--- src/rtl/seg_scan_driver.sv ---
// seg_scan_driver: four-digit multiplexed 7-segment scanner with one-cycle dead time between digits.
// Define SEG_SCAN_LEADING_ZERO_BLANK_EN to blank leading zero digits.
module seg_scan_driver #(
    parameter int DIV = 50000
) (
    input  logic        clk,
    input  logic        reset,
    input  logic        load,
    input  logic [15:0] value,
    output logic [6:0]  display,
    output logic [3:0]  en_n,
    output logic        h
);
    localparam int CW = $clog2(DIV);

    logic [CW-1:0] cnt;
    logic [1:0]    idx, idx_nxt;
    logic [15:0]   value_reg;
    logic          valid, tick, blank;
    logic [3:0]    nib;
    logic [6:0]    seg;

    assign h = 1'b1;

    // Decode from the post-tick index so the new digit lands during the dead-time cycle
    always_comb begin
        tick    = cnt == CW'(DIV - 1);
        idx_nxt = tick ? idx + 2'd1 : idx;
        nib     = idx_nxt == 2'd0 ? value_reg[15:12] :
                  idx_nxt == 2'd1 ? value_reg[11:8]  :
                  idx_nxt == 2'd2 ? value_reg[7:4]   : value_reg[3:0];
`ifdef SEG_SCAN_LEADING_ZERO_BLANK_EN
        blank   = (idx_nxt == 2'd0 && value_reg[15:12] == 4'h0) ||
                  (idx_nxt == 2'd1 && value_reg[15:8] == 8'h00) ||
                  (idx_nxt == 2'd2 && value_reg[15:4] == 12'h000);
`else
        blank   = 1'b0;
`endif
        case (nib)
            4'h0: seg = 7'b0000001;
            4'h1: seg = 7'b1001111;
            4'h2: seg = 7'b0010010;
            4'h3: seg = 7'b0000110;
            4'h4: seg = 7'b1001100;
            4'h5: seg = 7'b0100100;
            4'h6: seg = 7'b0100000;
            4'h7: seg = 7'b0001111;
            4'h8: seg = 7'b0000000;
            4'h9: seg = 7'b0000100;
            4'hA: seg = 7'b0001000;
            4'hB: seg = 7'b1100000;
            4'hC: seg = 7'b0110001;
            4'hD: seg = 7'b1000010;
            4'hE: seg = 7'b0110000;
            default: seg = 7'b0111000;
        endcase
    end

    always_ff @(posedge clk or negedge reset) begin
        if (!reset) begin
            cnt       <= '0;
            idx       <= 2'd0;
            value_reg <= 16'h0000;
            valid     <= 1'b0;
            display   <= 7'h7f;
            en_n      <= 4'hf;
        end else begin
            cnt     <= tick ? '0 : cnt + 1'b1;
            idx     <= idx_nxt;
            display <= (valid && !blank) ? seg : 7'h7f;
            en_n    <= (!valid || tick) ? 4'hf : ~(4'b0001 << idx_nxt);
            if (load) begin
                value_reg <= value;
                valid     <= 1'b1;
            end
        end
    end
endmodule

--- config.mk ---
export PLATFORM = sky130hd
export DESIGN_NAME = seg_scan_driver
export DESIGN_NICKNAME = d
export VERILOG_FILES = /design/src/rtl/seg_scan_driver.sv
export SDC_FILE = /design/constraint.sdc
export NUM_CORES = 1
export LEC_CHECK = 0
export BUFFER_PORTS_ARGS = -buffer_cell sky130_fd_sc_hd__buf_2
export CAP_MARGIN = 20
export CORE_MARGIN = 1.5
export CORE_UTILIZATION = 54
export CTS_BUF_LIST = sky130_fd_sc_hd__clkbuf_8
export DETAILED_ROUTE_END_ITERATION = 7
export HOLD_SLACK_MARGIN = 0.02
export PLACE_DENSITY = 0.78
export SLEW_MARGIN = 20
export SYNTH_ARGS = -nofsm -noshare
export SYNTH_HDL_FRONTEND = slang
export SYNTH_SLANG_ARGS = --single-unit
--- constraint.sdc ---
create_clock -name clk -period 3.3 [get_ports clk]
set_clock_uncertainty 0.2 [all_clocks]
set_input_delay 0.33 -clock clk [delete_from_list [all_inputs] [get_ports clk]]
set_output_delay 0.33 -clock clk [all_outputs]
set_load 0.01 [all_outputs]
==> results.txt <==
----------------------------------------------------
[Run status]
  Status ... completed

[STA]
  Share of the clock period used by the worst path after layout ... 95.1%
  Final TNS setup ... 0 ns
  Number of max-slew violations in the final report ... 0
  Number of setup violations in the final report ... 0
  Final hold violation count ... 0
  Worst-margin pin slew ... about 0.63 ns
  Smallest hold slack ... between 0.06 and 0.07 ns
  Maximum clock frequency ... between 300 and 400 MHz
  Relative slew slack ... about 58%
  Setup repair after global routing missed its margin ... false
  Final critical-path required period ... roughly 3.1 ns

[Place]
  Placed wire-length estimate after detailed placement ... roughly 3200 um
  Instance area at placement ... roughly 2700 um^2
  Routability cong. ... 0.925
  Total of buffers placed on input and output ports ... 29

[Pwr]
  Internal power ... about 800 uW
  Part of the power in registers ... 57.0%
  Part of the total power dissipated in combinational logic ... between 10% and 20%
  Max rail drop VDD ... 0.264 mV
  Total power per unit cell area ... 391 nW/um^2
  Part of the total power dissipated in the clock network ... 28.7%
  Switching part of the total ... between 20% and 30%
  Net Switching ... approximately 270 uW
  Leakage component of the power ... around 1.2 nW

[Logic synthesis]
  Main flop type after synthesis ... sky130_fd_sc_hd__dfrtp_1
  Number of instances in the synthesized netlist ... 218
  Top-count cell post-synth ... sky130_fd_sc_hd__dfrtp_1
  Async set-or-reset flop fraction in the synthesized netlist ... between 90% and 100%
  Most used standard cells in the synthesized netlist ... sky130_fd_sc_hd__dfrtp_1, sky130_fd_sc_hd__mux2_2, sky130_fd_sc_hd__nand2_1, sky130_fd_sc_hd__nor2_1, sky130_fd_sc_hd__dfstp_2
  Area share of the largest cell type after synthesis ... a little over a third
  Cell area after technology mapping ... about 2400 um^2
  Top cells by area, synth ... sky130_fd_sc_hd__dfrtp_1, sky130_fd_sc_hd__dfstp_2, sky130_fd_sc_hd__mux2_2
  Number of enable-type register cells in the synthesized netlist ... 0
  Yosys Warn Count ... 0
  Yosys top cell by area ... sky130_fd_sc_hd__dfrtp_1
  Average instance area after synthesis ... 11.1 um^2
  Share of the yosys chip area belonging to registers ... about half
  Yosys cell types ... 54
  Yosys reg bits ... 46
  Nets in the synthesized netlist ... ~240

[Worst hold path]
  Worst hold path class ... in2reg
  Hold Path Depth ... 2
  Endpoint of the worst hold path ... value_reg[11]
  Start point of the worst hold path ... value[11]

[Detailed routing]
  DRC ... 0
  Vias per cell ... between 5 and 6
  Number of nets with antenna violations after routing ... 0
  Average wire per cell in the routed design ... around 14 um
  Initial detailed-routing violation count ... between 100 and 150
  Detailed-router iteration count before antenna repair ... 4
  WL final ... between 4000 and 5000 um
  Total vias in the final route ... between 1500 and 2000

[Clock tree]
  Deepest clock path buffer count ... 2
  Clock edge transition at the registers on the reported setup and hold paths ... 0.08 ns
  Clock Tree Root ... sky130_fd_sc_hd__clkbuf_8
  CTS tree ... yes
  Number of levels in the clock H-tree ... 2
  Total CTS buffers ... 5
  Number of clock sinks ... 46
  Skew-Pair Late Insertion Delay ... 0.29 ns

[Cells and area]
  Fraction of layout instances using a drive strength above 1 ... approximately 33%
  Number of nets in the finished design ... ~280
  Area added between synthesis and finish ... 15.7%
  Count of inserted antenna diode cells ... 0
  Area of all placed cells without fillers ... between 2000 and 3000 um^2
  Utilization after layout ... 64.6%

[Worst setup path]
  Cell count of the worst reg-to-reg path ... 10
  Data arrival time at the worst-slack endpoint ... around 3.1 ns
  Critical path class ... reg2reg
  Kind of start point of the critical path ... register
  Critical path required time ... around 3.3 ns
  Largest driver fanout on the critical path ... 8
  Critical R2R Capture ... display[6]
  Setup slack on the worst flop-to-flop path ... approximately 0.16 ns
  Type of element capturing the critical path ... register
  Reg2reg start ... cnt[5]

[Global routing]
  Global route hottest layer ... met2
  Met1 track demand over resource ... around 28%
  Met3 GRT Util ... between 4 and 5%
  Largest net degree at the start of global routing ... 47
  Met2 capacity usage during global routing ... 29.1%
  Overflow left after global routing ... 0
  GRT Resource Usage Total ... approximately a fifth
  Vias in the first global route ... approximately 1600
  Wire length of the first global-routing pass ... approximately 7500 um
  Initial antenna violation count ... 0

[Floorplan]
  Die height ... about 70 um
  Number of top-level pins ... 31
  Starting density of the core ... approximately 56%
  Horizontal die dimension ... around 70 um
  Cell Rows ... 24
  Die ar. ... 4880 um^2
  Floorplan Core Area ... about 4300 um^2

[Run]
  Reported max-cap violation count ... 0

----------------------------------------------------
## per-layer routing
layer / wire (um) / up-vias
li1: - / 861
met1: 2130 / 847
met2: 2010 / 57
met3: 212 / 9
met4: 76 / 0
met5: 0 / -
## power by group through the flow
| stage | combinational, mW | clock [mW] | sequential [mW] |
|---|---|---|---|
| finish | 0.156 | 0.314 | 0.623 |
| floorplan | 0.0918 | 0 | 0.640 |
| detailed placement | 0.154 | 0 | 0.634 |
| CTS | 0.155 | 0.328 | 0.623 |
| global route | 0.174 | 0.346 | 0.627 |
| global placement | 0.151 | 0 | 0.632 |
## per-stage QoR
| step | instances | setup WS [ns] | total power [mW] |
|---|---|---|---|
| after global routing | 311 | 0.0135 | 1.15 |
| after detailed placement | 300 | 0.0105 | 0.788 |
| final | 311 | 0.161 | 1.09 |
| after floorplan | 218 | 0.0334 | 0.732 |
| after CTS | 308 | 0.0103 | 1.11 |
| after global placement | 300 | 0.154 | 0.784 |
## layout make-up
cell class              instances  area [um^2]
clock buffers                   5         68.8
clock inverters                 3         11.3
fillers                       365         1530
inverters                       5         18.8
multi-input cells             155         1190
flip-flops and latches         46         1160
well taps                      52         65.1
repair buffers                 45          274
## critical path: stages, from the launching register on
cell and delay [ns]:
sky130_fd_sc_hd__dfrtp_1 0.38, sky130_fd_sc_hd__or4bb_4 0.57, sky130_fd_sc_hd__nor4_4 0.31, sky130_fd_sc_hd__buf_6 0.18, sky130_fd_sc_hd__mux2i_1 0.09, sky130_fd_sc_hd__or4_4 0.58, sky130_fd_sc_hd__inv_2 0.09, sky130_fd_sc_hd__ha_2 0.20
sky130_fd_sc_hd__o21bai_1 0.13, sky130_fd_sc_hd__o2bb2ai_1 0.10, sky130_fd_sc_hd__o31ai_1 0.22
## logic make-up (layout without fill, tap and decap cells)
kind of cell    after synthesis  in the layout  share of synthesized area, %
compound gates               27             27                          8.45
mux                          28             28                          12.5
other cells                   1              1                         0.155
fa+ha+maj                     7              7                          3.63
xor+xnor                     15             15                          5.44
simple gates                 77             77                          18.7
buf+inv                      17             58                          2.85
flops                        46             46                          48.3
## how the worst max path moves through the flow
| stage | from | end | slack, ns |
|---|---|---|---|
| final | cnt[5] | display[6] | 0.16 |
| after detailed placement | cnt[4] | display[6] | 0.01 |
| after global placement | cnt[4] | display[6] | 0.15 |
| after floorplan | cnt[7] | display[6] | 0.03 |
| after global routing | cnt[5] | display[6] | 0.01 |
| after CTS | cnt[4] | display[6] | 0.01 |
## what timing repair did
item,CTS,global route
setup buffers,0,2
pin swaps,0,3
resized for setup,1,5
endpoints found under the setup margin,1,3
hold endpoints to repair,0,35
hold buffers,0,1
## cell usage in the layout (no fill, tap or decap), types with 3 or more instances in the layout
cell type | Yosys | routed
sky130_fd_sc_hd__mux2_2 | 18 | 17
sky130_fd_sc_hd__nand2_1 | 17 | 17
sky130_fd_sc_hd__nor2b_1 | 6 | 6
sky130_fd_sc_hd__nand3_1 | 9 | 9
sky130_fd_sc_hd__buf_2 | 1 | 28
sky130_fd_sc_hd__o31a_1 | 3 | 3
sky130_fd_sc_hd__and2_1 | 3 | 3
sky130_fd_sc_hd__xor2_1 | 6 | 6
sky130_fd_sc_hd__buf_4 | 1 | 15
sky130_fd_sc_hd__xnor2_1 | 9 | 9
sky130_fd_sc_hd__nand4_1 | 5 | 5
sky130_fd_sc_hd__dfrtp_1 | 35 | 35
sky130_fd_sc_hd__clkbuf_8 | 0 | 5
sky130_fd_sc_hd__dfstp_2 | 11 | 11
sky130_fd_sc_hd__mux2i_1 | 10 | 10
sky130_fd_sc_hd__and3_1 | 4 | 4
sky130_fd_sc_hd__nor2_1 | 13 | 13
sky130_fd_sc_hd__o21ai_0 | 5 | 5
sky130_fd_sc_hd__inv_1 | 5 | 7
sky130_fd_sc_hd__ha_1 | 7 | 6
No activity file was read; power rests on OpenSTA's default activity.
